`src/rtl/sram_pkg.sv`:
```
`timescale 1ns/1ps
`default_nettype none
// ============================================================================
//  Module   : sram_pkg
//  Purpose  : Shared SRAM frame-buffer geometry and write-FSM state encoding.
//             Used by both the frame writer and the SRAM pixel decoder so that
//             nibble order within a word is identical on both sides.
//  Contents : SRAM_ADDR_W, SRAM_DATA_W, PIX_W, PIX_PER_WORD, CNT_W, wr_state_t
//  Revision : 1.0 - initial release
// ============================================================================
package sram_pkg;

  localparam int SRAM_ADDR_W  = 20;
  localparam int SRAM_DATA_W  = 16;
  localparam int PIX_W        = 4;
  localparam int PIX_PER_WORD = 4;
  localparam int CNT_W        = 2;

  // Write cycle: SETUP presents addr/data, STROBE pulses we, HOLD keeps the
  // bus driven so data hold time is met after we falls.
  typedef enum logic [1:0] {
    IDLE   = 2'd0,
    SETUP  = 2'd1,
    STROBE = 2'd2,
    HOLD   = 2'd3
  } wr_state_t;

endpackage : sram_pkg
`default_nettype wire

```
`src/rtl/sram_frame_writer_packer.sv`:
```
`timescale 1ns/1ps
`default_nettype none
// ============================================================================
//  Module   : pixel_packer
//  Purpose  : Packs 4-bit palette indices into 16-bit words (pixel k of a
//             word in bits [4k+3:4k]) and holds one completed word in a
//             pending register until the writer pops it.
//  Ports    : i_clk, i_rst_n   - clock, async active-low reset
//             i_clear          - discard partial word and pending word
//             i_pix_valid/i_pix_idx/i_pix_last, o_pix_ready - pixel handshake
//             i_pop            - pending word has been written
//             o_pend_valid/o_pend_data/o_pend_last - pending word
//  Revision : 1.0 - initial release
// ============================================================================
module pixel_packer
  import sram_pkg::*;
#(
  parameter logic [PIX_W-1:0] P_PAD_IDX = 4'h0
) (
  input  logic                   i_clk,
  input  logic                   i_rst_n,
  input  logic                   i_clear,
  input  logic                   i_pix_valid,
  input  logic [PIX_W-1:0]       i_pix_idx,
  input  logic                   i_pix_last,
  output logic                   o_pix_ready,
  input  logic                   i_pop,
  output logic                   o_pend_valid,
  output logic [SRAM_DATA_W-1:0] o_pend_data,
  output logic                   o_pend_last
);

  logic [CNT_W-1:0]       r_cnt;
  logic [SRAM_DATA_W-1:0] r_acc;
  logic                   r_pend_valid;
  logic [SRAM_DATA_W-1:0] r_pend_data;
  logic                   r_pend_last;

  logic                   w_accept;
  logic                   w_flush;
  logic [SRAM_DATA_W-1:0] w_word;

  // A clear in the same cycle as a valid pixel drops that pixel.
  assign w_accept = i_pix_valid && !r_pend_valid && !i_clear;
  assign w_flush  = w_accept && ((r_cnt == CNT_W'(PIX_PER_WORD - 1)) || i_pix_last);

  // Word as it would look with the incoming pixel merged in; nibbles beyond
  // the incoming one carry the pad index so a partial final word is complete.
  always_comb begin
    w_word = '0;
    for (int k = 0; k < PIX_PER_WORD; k++) begin
      if (k < int'(r_cnt))
        w_word[k*PIX_W +: PIX_W] = r_acc[k*PIX_W +: PIX_W];
      else if (k == int'(r_cnt))
        w_word[k*PIX_W +: PIX_W] = i_pix_idx;
      else
        w_word[k*PIX_W +: PIX_W] = P_PAD_IDX;
    end
  end

  always_ff @(posedge i_clk or negedge i_rst_n) begin
    if (!i_rst_n) begin
      r_cnt        <= '0;
      r_acc        <= '0;
      r_pend_valid <= 1'b0;
      r_pend_data  <= '0;
      r_pend_last  <= 1'b0;
    end else if (i_clear) begin
      r_cnt        <= '0;
      r_acc        <= '0;
      r_pend_valid <= 1'b0;
      r_pend_last  <= 1'b0;
    end else begin
      // Pop and accept are mutually exclusive: accept needs an empty pending
      // register, pop only happens while it is full.
      if (i_pop) begin
        r_pend_valid <= 1'b0;
        r_pend_last  <= 1'b0;
      end
      if (w_accept) begin
        if (w_flush) begin
          r_pend_valid <= 1'b1;
          r_pend_data  <= w_word;
          r_pend_last  <= i_pix_last;
          r_cnt        <= '0;
          r_acc        <= '0;
        end else begin
          r_acc <= w_word;
          r_cnt <= r_cnt + CNT_W'(1);
        end
      end
    end
  end

  assign o_pix_ready  = !r_pend_valid;
  assign o_pend_valid = r_pend_valid;
  assign o_pend_data  = r_pend_data;
  assign o_pend_last  = r_pend_last;

endmodule : pixel_packer
`default_nettype wire

```
`src/rtl/sram_frame_writer.sv`:
```
`timescale 1ns/1ps
`default_nettype none
// ============================================================================
//  Module   : sram_frame_writer
//  Purpose  : Accepts a stream of palette indices, packs them four per word
//             and writes the words to consecutive SRAM addresses while the
//             write window is open, using a 4-cycle SETUP/STROBE/HOLD cycle.
//  Ports    : i_clk, i_rst_n          - clock, async active-low reset
//             i_start                 - restart frame at P_BASE_ADDR
//             i_pix_valid/idx/last, o_pix_ready - pixel stream handshake
//             i_wr_window             - SRAM write permitted
//             o_sram_we/addr/data/drive - SRAM write interface
//             o_busy, o_frame_done    - status
//  Revision : 1.0 - initial release
// ============================================================================
module sram_frame_writer
  import sram_pkg::*;
#(
  parameter logic [SRAM_ADDR_W-1:0] P_BASE_ADDR   = 20'h00000,
  parameter int                     P_FRAME_WORDS = 76800,
  parameter logic [PIX_W-1:0]       P_PAD_IDX     = 4'h0
) (
  input  logic                   i_clk,
  input  logic                   i_rst_n,
  input  logic                   i_start,
  input  logic                   i_pix_valid,
  input  logic [PIX_W-1:0]       i_pix_idx,
  input  logic                   i_pix_last,
  output logic                   o_pix_ready,
  input  logic                   i_wr_window,
  output logic                   o_sram_we,
  output logic [SRAM_ADDR_W-1:0] o_sram_addr,
  output logic [SRAM_DATA_W-1:0] o_sram_data,
  output logic                   o_sram_drive,
  output logic                   o_busy,
  output logic                   o_frame_done
);

  localparam logic [SRAM_ADDR_W-1:0] C_LAST_ADDR =
    SRAM_ADDR_W'(int'(P_BASE_ADDR) + P_FRAME_WORDS - 1);

  wr_state_t              r_state;
  wr_state_t              w_state_nxt;
  logic [SRAM_ADDR_W-1:0] r_ptr;
  logic [SRAM_DATA_W-1:0] r_data;
  logic                   r_start_pend;
  logic                   r_frame_done;

  logic                   w_launch;
  logic                   w_we;
  logic                   w_drive;
  logic                   w_clear;
  logic                   w_pop;
  logic                   w_pend_valid;
  logic [SRAM_DATA_W-1:0] w_pend_data;
  logic                   w_pend_last;
  logic [SRAM_ADDR_W-1:0] w_ptr_inc;

  // A start seen in IDLE takes effect at once, including the pending word.
  // A start during a write cycle is deferred until HOLD exits, at which point
  // the pending word is popped anyway and the packer count is already zero.
  assign w_clear = (r_state == IDLE) && i_start;
  assign w_pop   = (r_state == HOLD);

  pixel_packer #(
    .P_PAD_IDX (P_PAD_IDX)
  ) u_packer (
    .i_clk        (i_clk),
    .i_rst_n      (i_rst_n),
    .i_clear      (w_clear),
    .i_pix_valid  (i_pix_valid),
    .i_pix_idx    (i_pix_idx),
    .i_pix_last   (i_pix_last),
    .o_pix_ready  (o_pix_ready),
    .i_pop        (w_pop),
    .o_pend_valid (w_pend_valid),
    .o_pend_data  (w_pend_data),
    .o_pend_last  (w_pend_last)
  );

  assign w_ptr_inc = (r_ptr == C_LAST_ADDR) ? P_BASE_ADDR : r_ptr + SRAM_ADDR_W'(1);

  always_ff @(posedge i_clk or negedge i_rst_n) begin
    if (!i_rst_n) r_state <= IDLE;
    else          r_state <= w_state_nxt;
  end

  // The window is only looked at in IDLE; once launched a write always runs
  // to completion so the SRAM never sees a truncated cycle.
  always_comb begin
    w_state_nxt = r_state;
    w_launch    = 1'b0;
    w_we        = 1'b0;
    w_drive     = 1'b0;
    case (r_state)
      IDLE: begin
        if (!i_start && w_pend_valid && i_wr_window) begin
          w_launch    = 1'b1;
          w_state_nxt = SETUP;
        end
      end
      SETUP: begin
        w_drive     = 1'b1;
        w_state_nxt = STROBE;
      end
      STROBE: begin
        w_drive     = 1'b1;
        w_we        = 1'b1;
        w_state_nxt = HOLD;
      end
      HOLD: begin
        w_drive     = 1'b1;
        w_state_nxt = IDLE;
      end
      default: w_state_nxt = IDLE;
    endcase
  end

  always_ff @(posedge i_clk or negedge i_rst_n) begin
    if (!i_rst_n) begin
      r_ptr        <= P_BASE_ADDR;
      r_data       <= '0;
      r_start_pend <= 1'b0;
      r_frame_done <= 1'b0;
    end else begin
      r_frame_done <= 1'b0;
      case (r_state)
        IDLE: begin
          if (i_start)       r_ptr  <= P_BASE_ADDR;
          else if (w_launch) r_data <= w_pend_data;
        end
        SETUP, STROBE: begin
          if (i_start) r_start_pend <= 1'b1;
        end
        HOLD: begin
          r_start_pend <= 1'b0;
          r_frame_done <= w_pend_last;
          // End of frame or a deferred start both rewind instead of advancing.
          if (r_start_pend || i_start || w_pend_last) r_ptr <= P_BASE_ADDR;
          else                                        r_ptr <= w_ptr_inc;
        end
        default: ;
      endcase
    end
  end

  assign o_sram_we    = w_we;
  assign o_sram_drive = w_drive;
  assign o_sram_addr  = r_ptr;
  assign o_sram_data  = r_data;
  assign o_busy       = w_pend_valid || (r_state != IDLE);
  assign o_frame_done = r_frame_done;

endmodule : sram_frame_writer
`default_nettype wire

```
`config.mk`:
```
export PLATFORM = sky130hd
export DESIGN_NAME = sram_frame_writer
export DESIGN_NICKNAME = d
export VERILOG_FILES = /design/src/rtl/sram_pkg.sv /design/src/rtl/sram_frame_writer_packer.sv /design/src/rtl/sram_frame_writer.sv
export SDC_FILE = /design/constraint.sdc
export NUM_CORES = 1
export LEC_CHECK = 0
export CORE_MARGIN = 10
export CORE_UTILIZATION = 38
export CTS_BUF_LIST = sky130_fd_sc_hd__clkbuf_4 sky130_fd_sc_hd__clkbuf_8 sky130_fd_sc_hd__clkbuf_16
export DETAILED_ROUTE_END_ITERATION = 6
export MAX_ROUTING_LAYER = met4
export PLACE_DENSITY = 0.67
export SLEW_MARGIN = 40
export SYNTH_ARGS = -nofsm -noshare
export SYNTH_HDL_FRONTEND = slang
export SYNTH_SLANG_ARGS = --single-unit
```
`constraint.sdc`:
```
create_clock -name i_clk -period 3.55 [get_ports i_clk]
set_input_delay 0.355 -clock i_clk [delete_from_list [all_inputs] [get_ports i_clk]]
set_output_delay 0.355 -clock i_clk [all_outputs]
set_load 0.1 [all_outputs]
```
# After elaboration in Yosys (flattened, before gate mapping)
# Cells that the tools add are included.
# Widths: inputs -> output; s select.
[word_totals]
register_bits = 72
inputBits = 10
output_inout_bits = 41
word_cells = 87
[op_classes]
add_sub_neg = 2
magnitude_cmp = 3
eq_ne = 11
mux = 34
n_bitwise = 2
n_reduce_logical = 25
[ops]
columns = ["operator", "n"]
rows = [
  ["$mux 20", 3],
  ["$pmux 20 s2", 1],
  ["$mux 12", 3],
  ["$mux 4", 7],
  ["$add 20x1->20 const B", 1],
  ["$eq 20x17->1 const B", 1],
  ["$mux 1", 14],
  ["$mux 2", 4],
  ["$pmux 2 s4", 1],
  ["$reduce_bool 2->1", 4],
  ["$eq 2x2->1 const B", 3],
  ["$logic_and 1x1->1", 6],
  ["$reduce_and 3->1", 2],
  ["$eq 2x2->1 const A", 2],
  ["$logic_not 2->1", 2],
  ["$logic_or 1x1->1", 4],
  ["$lt 1x2->1 const A", 2],
  ["$ne 2x2->1 const B", 2],
  ["$reduce_and 2->1", 2],
  ["$logic_not 1->1", 3],
  ["$reduce_or 3->1", 1],
  ["$add 2x1->2 const B", 1],
  ["$eq 1x2->1 const A", 1],
  ["$eq 2x1->1 const B", 1],
  ["5 further kinds", 6],
]

# Longest topological paths before layout
# Gate-level depths: netlist of run 1.
[depth]
ltp_word = 8
depth_mapped = 9
mapped_depth_nobuf = 7

# By module
# A second synthesis of run 1 with hierarchy kept.
[unflattened]
cells_unflattened = 340
area_unflattened_um2 = 3558.4
[modules_own_cells]
columns = ["module", "n_inst", "cells_each", "area_each_um2", "seq_area_each_um2"]
rows = [
  ["sram_frame_writer", 1, 201, 1986.9, 1001.0],
  ["pixel_packer", 1, 139, 1571.5, 800.8],
]

# Worst setup path after synthesis of run 1
# OpenSTA, ideal clock, no wires.
[synth_path]
path_kind = "reg2reg"
startpoint = "register r_state[0]"
endpoint = "register r_data[10] (netlist: o_sram_data[10])"
setup_ns = 0.126
arrival_time_ns = 2.521
required_time_ns = 3.424
slack_ns = 0.903
path_stages_with_launch = 9
path_buffers = 3
synth_period_minus_slack_ns = 2.647
path_cell_list = "dfrtp_1 -> inv_1 -> ha_1 -> clkbuf_2 -> inv_1 -> or3_1 -> clkbuf_1 -> buf_1 -> mux2_2"
[synth_via]
elab_chain_len = 3
[synth_lines]
columns = ["element", "line", "source"]
rows = [
  ["from (decl)", "sram_frame_writer.sv:42", "wr_state_t r_state;"],
  ["from (signal assigned)", "sram_frame_writer.sv:85", "else r_state <= w_state_nxt;"],
  ["$logic_not 2->1 *", "sram_frame_writer.sv:95, sram_frame_writer.sv:127", ""],
  ["$mux 1", "sram_frame_writer.sv:95", "case (r_state)"],
  ["$reduce_and 3->1 (no source line) *", "-", ""],
  ["to (signal assigned)", "sram_frame_writer.sv:130", "else if (w_launch) r_data <= w_pend_data;"],
  ["to (decl)", "sram_frame_writer.sv:45", "logic [SRAM_DATA_W-1:0] r_data;"],
]
# Every way passes the cells marked *; elsewhere a longest branch is shown, timed or not.
# A chain may end at the register's enable or synchronous reset.

# Worst setup path after layout of run 1
[layout_path]
startpoint = "register r_state[0]"
endpoint = "register r_ptr[2] (netlist: o_sram_addr[2])"
[layout_via]
elab_chain_len = 3
elab_cells_between_ends = 6
classes_between = "eq/ne (2); mux (1); reduce/logical (3)"
[layout_lines]
columns = ["element", "line", "source"]
rows = [
  ["$eq 2x2->1 or $logic_not 2->1 (tied branches)", "sram_frame_writer.sv:127", "case (r_state)"],
  ["$reduce_bool 2->1 (no source line) or $ne 2x2->1 (tied branches)", "-", ""],
  ["$reduce_and 2->1 (no source line)", "-", ""],
  ["to (signal assigned)", "sram_frame_writer.sv:140", "else r_ptr <= w_ptr_inc;"],
  ["to (decl)", "sram_frame_writer.sv:44", "logic [SRAM_ADDR_W-1:0] r_ptr;"],
]
# Several ways; a longest one is shown, not always the timed one.

==> run metrics, run 1 <==
status=finished clean; clk root buf=clkbuf_8; achievable clock frequency=431 MHz; Synth Instances=303; total negative slack=0 ps; Synthesized Nets=~320; Crit. End Element=register; Hold Violations, Final=0; Most used DFF post-synth=dfrtp_1; vias per inst=5.30; Critical Path Fanout Max=12; register area share after synthesis=0.545; Worst slew margin=0.528; Slew Limit Fails=0; Setup CP Type=reg2reg; Max clock buf depth=2; FF/Latch Area=roughly 1800 um^2; drt pass-1 iters=4; synthesized area per cell=10.9 um^2; Synth Cell Area=3310 um^2; CP required=3760 ps; # IOs=between 50 and 60; drt drc=0; part of the cycle the worst path needs=0.653; total number of vias=between 2000 and 2500; Remaining Overflow, GRT=0; Resized cells post-CTS=0; final setup skew=about 13 ps; Register-to-Register Path Depth=6; GRT Overall Usage=0.119; Clk Latency, worst-skew pair=roughly 340 ps; Post-DP HPWL=5.20 mm; leakage power=roughly 1.9 nW; diode count=0; pwr dens=just under 800 nW/um^2; cts bufs inserted=9; Synth Warn #=0; DR iter-0 viols=85; Area Growth Syn to Fin=17.3%; max-cap viol count=0; Min Hold Slack=between 400 and 500 ps; unrepaired setup endpoints after global routing=false; clock-pin slew on the worst setup and hold paths=around 70 ps; Peak VDD IR=0.000444 V; hold-critical path depth=2; CTS Hold Bufs=1; flop-to-flop setup slack=roughly 1200 ps; first-pass GRT wire length=12.3 mm; die boundary width=between 100 and 150 um; htree depth=3; leading area contributor after synthesis=dfrtp_1; largest net degree at the start of global routing=50; DIE AREA=between 10000 and 15000 um^2; CTS Sinks=around 70; initial antenna violation count=0; Worst Path Arrival=about 2500 ps; Pwr Total=approximately 3 mW; Die Ht=~110 um; Yosys top cell area share=0.545; top cells by area, synth=dfrtp_1, mux2_2, o21ai_0; EDFF count, synth=0; routability cong.=around 0.85; row cnt=33; setup repair bufs after CTS=0; Initial Util=0.396; Worst Tran Pin Value=~710 ps; antenna violation net count after detailed routing=0; nets@finish=between 300 and 400; minimum clock period=between 2000 and 2500 ps; Place WS=around 1000 ps; layout cells sized above 1=0.233; count of different cell masters after synthesis=40; Core Area=approximately 8300 um^2; final WL=around 7.2 mm; multi-input logic area=between 1000 and 1500 um^2; final setup vio count=0; Wirelength per Cell=15.4 um; I/O Buffers=50; Hold WC Path Type=reg2reg; number of global-route vias before repair=approximately 2400; FF+latch count, synth=slightly above 70; ys async rst share=1.00; type of origin of the critical path=register; CTS tree=built; Fill cells=around 790; post-route setup slack=1230 ps
flip-flops by register name, indices dropped and copies added, names as in the netlist:
name                   cells
u_packer.r_cnt             2
u_packer.o_pend_last       1
r_start_pend               1
o_sram_addr               20
o_frame_done               1
u_packer.o_pend_data      16
o_sram_data               16
r_state                    2
u_packer.o_pend_valid      1
u_packer.r_acc            12
synth_stat cells, drive strengths merged (5+ instances only):
master and count:
ha 9, o21ai 28, nand3 12, nor2 22, a22o 9, xor2 6, a32o 7, a21oi 10
mux2 16, buf 6, and3 12, nand2 34, clkbuf 7, xnor2 5, inv 7, mux2i 5
dfrtp 72
critical path, cell delays in order, from the launching register on:
cell and delay [ps]:
dfrtp_1 390, inv_1 120, ha_1 330, mux2i_1 570, buf_4 280, nand2b_1 360, o21ai_0 130
worst paths after layout:
path	end	from
worst max-delay path	o_sram_addr[2]$_DFFE_PN0P_	r_state[0]$_DFFE_PN0P_
worst min-delay path	u_packer.o_pend_data[11]$_DFFE_PN0P_	u_packer.o_pend_data[11]$_DFFE_PN0P_
worst max register to register	o_sram_addr[2]$_DFFE_PN0P_	r_state[0]$_DFFE_PN0P_
worst min register to register	u_packer.o_pend_data[11]$_DFFE_PN0P_	u_packer.o_pend_data[11]$_DFFE_PN0P_
max in group asynchronous	o_sram_data[14]$_DFFE_PN0P_	i_rst_n
min in group asynchronous	o_sram_addr[6]$_DFFE_PN0P_	i_rst_n
stage by stage:
| stage | utilization | cells | cell area [um^2] |
|---|---|---|---|
| floorplan | - | 303 | 3310 |
| global placement | 0.466 | 448 | 3880 |
| detailed placement | 0.442 | 448 | 3680 |
| CTS | 0.465 | 465 | 3880 |
| global route | 0.465 | 465 | 3880 |
| finish | 0.465 | 465 | 3880 |
kinds of logic after synthesis:
kind of cell	count (synthesis)	synth area share
buffers and inverters	20	0.0284
and+or+nand+nor	102	0.151
muxes	21	0.0696
AOI/OAI and AO/OA	68	0.142
xor gates and xnor gates	11	0.0291
DFF	72	0.545
adders and majority gates	9	0.0341
power breakdown:
group	switching, mW	leakage (nW)	internal (mW)
combinational	1.01	0.843	0.311
clock	0.300	0.0898	0.290
sequential	0.114	0.973	1.00
routing by layer:
| metal | vias up | global-route usage | wire, um |
|---|---|---|---|
| met5 | - | - | 0 |
| met4 | 0 | 0.0347 | 99 |
| met3 | 9 | 0.0370 | 338 |
| met2 | 56 | 0.188 | 3530 |
| met1 | 1215 | 0.143 | 3200 |
| li1 | 1183 | - | - |
cell type report:
class | instances | area share
clock inverter | 4 | 0.00742
clock buffer | 12 | 0.0394
inverter | 7 | 0.00677
timing repair buffer | 54 | 0.0839
multi-input combinational | 211 | 0.364
tap | 105 | 0.0339
sequential | 72 | 0.465
placed cells by master, fill, tap and decap left out, drive strengths merged, types with 8 or more instances in the layout:
master	n
a21oi	10
a22o	9
and3	12
buf	45
clkbuf	12
clkdlybuf4s50	8
dfrtp	72
ha	9
inv	8
mux2	16
nand2	34
nand3	12
nor2	22
o21ai	28
No activity file was read; power rests on OpenSTA's default activity.
==> inputs of run 2 (changes only) <==
==> constraint.sdc (replaced) <==
create_clock -name i_clk -period 2.3 [get_ports i_clk]
set_input_delay 0.23 -clock i_clk [delete_from_list [all_inputs] [get_ports i_clk]]
set_output_delay 0.23 -clock i_clk [all_outputs]
set_load 0.1 [all_outputs]
==> run metrics, run 2 (same netlist as run 1, synthesis figures left out) <==
drt pass-1 iters=4 (unchanged); commonest non-fill, non-tap cell in the layout=dfrtp_1; Core Area=8340 um^2 (unchanged); Clk Latency, worst-skew pair=350 ps (about the same); number of global-route vias before repair=2508 (+3.4%); clock-pin slew on the worst setup and hold paths=80 ps (about the same); Worst Tran Pin Value=541 ps (-166 ps); Remaining Overflow, GRT=0 (unchanged); final WL=7.49 mm (+4.5%); type of origin of the critical path=register; Peak VDD IR=0.000689 V (+55%); drt drc=0 (unchanged); Hold Violations, Final=0 (unchanged); Combinational Power Share=0.433 (-0.003); total number of vias=2503 (+1.6%); minimum clock period=2000 ps (-321 ps); final setup vio count=0 (unchanged); Int Power=2.78 mW (+73%); leakage power=1.95 nW (+2.5%); htree depth=3 (unchanged); Hold WC Path Type=in2async; max-cap viol count=0 (unchanged); vias per inst=5.28 (-0.31%); Post-DP HPWL=5.41 mm (+4.2%); largest net degree at the start of global routing=44 (-12%); achievable clock frequency=501 MHz (+16%); Crit. End Element=register; DR iter-0 viols=176 (+110%); Placed Cells=457 (+2.0%); I/O Buffers=50 (unchanged); Worst slew margin=0.639 (+0.111); first-pass GRT wire length=12.3 mm (+0.45%); Critical Path Fanout Max=16 (+4); P_sw=2.27 mW (+60%); row cnt=33 (unchanged); cts bufs inserted=9 (unchanged); nets@finish=383 (+2.4%); Die Ht=113 um (unchanged); clock share of power=0.223 (+0.028); Register-to-Register Path Depth=6 (unchanged); Setup CP Type=reg2reg; setup repair bufs after CTS=0 (unchanged); CTS Sinks=72 (unchanged); part of the cycle the worst path needs=0.868 (+0.215); CP required=2520 ps (-1240 ps); status=finished clean; pwr dens=1230 nW/um^2 (+58%); commonest cells after routing, fill and taps aside=dfrtp_1, buf_4, nand2_1; Design Area, Final=4100 um^2 (+5.8%); Slew Limit Fails=0 (unchanged); final setup skew=9.05 ps (-3.85 ps); CTS tree=built; total negative slack=0 ps (unchanged); routability cong.=0.847 (about the same); switching part of the total=0.450 (-0.0194); antenna violation net count after detailed routing=0 (unchanged); Post-Layout Cell Count=474 (+1.9%); Worst Path Arrival=2220 ps (-310 ps); diode count=0 (unchanged); unrepaired setup endpoints after global routing=false; Max clock buf depth=2 (unchanged); GRT Overall Usage=0.120 (+0.000783); max reg flops=20 (unchanged); sequential share of power=0.344 (-0.026); # IOs=51 (unchanged); clk root buf=clkbuf_8; Area Growth Syn to Fin=24.1%; initial antenna violation count=0 (unchanged); layout cells sized above 1=0.279 (+0.0458); Initial Util=0.396 (unchanged); dpl cell area=3870 um^2 (+4.9%); Wirelength per Cell=15.8 um (+2.5%); die boundary width=113 um (unchanged); DIE AREA=12800 um^2 (unchanged)
run 2: changes by cell type in the layout (fill, tap and decap cells not counted), sizes merged:
cell    previous run  this run
buf               45        54
clkbuf            12         9
bufinv             0         2
clkinv             1         2
run 2: worst max-delay path, cell delays in order (launching register included):
cell and delay (ps):
dfrtp_1 410, inv_2 80, ha_1 260, mux2i_1 360
buf_4 260, nand2b_1 370, o21ai_0 130
run 2: layout make-up:
cell class	instances	area, um^2
multi-input combinational	211	1410
inverter	7	30.0
clock inverter	7	103
tap	105	131
fill	772	4240
sequential	72	1810
timing repair buffer	63	493
clock buffer	9	124
run 2: path summary, 6_finish.rpt:
path | end | from | slack, ps
max in group asynchronous | o_sram_addr[6]$_DFFE_PN0P_ | i_rst_n | 1370
min in group i_clk | u_packer.o_pend_data[11]$_DFFE_PN0P_ | u_packer.o_pend_data[11]$_DFFE_PN0P_ | 480
setup / recovery | o_sram_addr[2]$_DFFE_PN0P_ | r_state[1]$_DFFE_PN0P_ | 300
setup reg to reg | o_sram_addr[2]$_DFFE_PN0P_ | r_state[1]$_DFFE_PN0P_ | 300
hold reg to reg | u_packer.o_pend_data[11]$_DFFE_PN0P_ | u_packer.o_pend_data[11]$_DFFE_PN0P_ | 480
hold / removal | u_packer.r_acc[0]$_DFFE_PN0P_ | i_rst_n | 460
run 2: through the flow:
| stage | hold slack (ps) | utilization | power (mW) | setup WS [ps] |
|---|---|---|---|---|
| after floorplan | -65.6 | - | 3.42 | 12.4 |
| after global placement | 271 | 0.464 | 3.92 | 258 |
| after detailed placement | 291 | 0.464 | 3.96 | 183 |
| after CTS | 471 | 0.492 | 5.10 | 279 |
| after global routing | 480 | 0.492 | 5.31 | 176 |
| final | 456 | 0.492 | 5.05 | 303 |
run 2: routing by layer:
| layer | up-vias | routed length [um] | share of wire | GRT usage |
|---|---|---|---|---|
| met4 | 0 | 119 | 0.016 | 0.0338 |
| met1 | 1226 | 3270 | 0.44 | 0.138 |
| met3 | 12 | 442 | 0.059 | 0.0401 |
| met5 | - | 0 | 0 | - |
| li1 | 1203 | - | - | - |
| met2 | 62 | 3660 | 0.49 | 0.194 |
run 2: power by group through the flow:
stage / Sequential [mW] / Clock [mW] / Combinational, mW
global placement: 1.75 / 0 / 2.17
detailed placement: 1.76 / 0 / 2.20
global route: 1.77 / 1.20 / 2.33
floorplan: 2.37 / 0 / 1.05
finish: 1.74 / 1.13 / 2.19
CTS: 1.74 / 1.15 / 2.21
run 2: what timing repair did:
action | 4_1_cts | 5_1_grt
gates resized for setup | 0 | 0
hold buffers | 1 | 0
setup endpoints to repair | 0 | 0
endpoints found under the hold margin | 60 | 0
==> inputs of run 3 (changes only) <==
--- a/config.mk
+++ b/config.mk
@@ -15,3 +15,4 @@
 export SYNTH_ARGS = -nofsm -noshare
 export SYNTH_HDL_FRONTEND = slang
 export SYNTH_SLANG_ARGS = --single-unit
+export TNS_END_PERCENT = 100
==> results of run 3 <==
The final DEF is identical to that of run 2; final timing and power are the same.
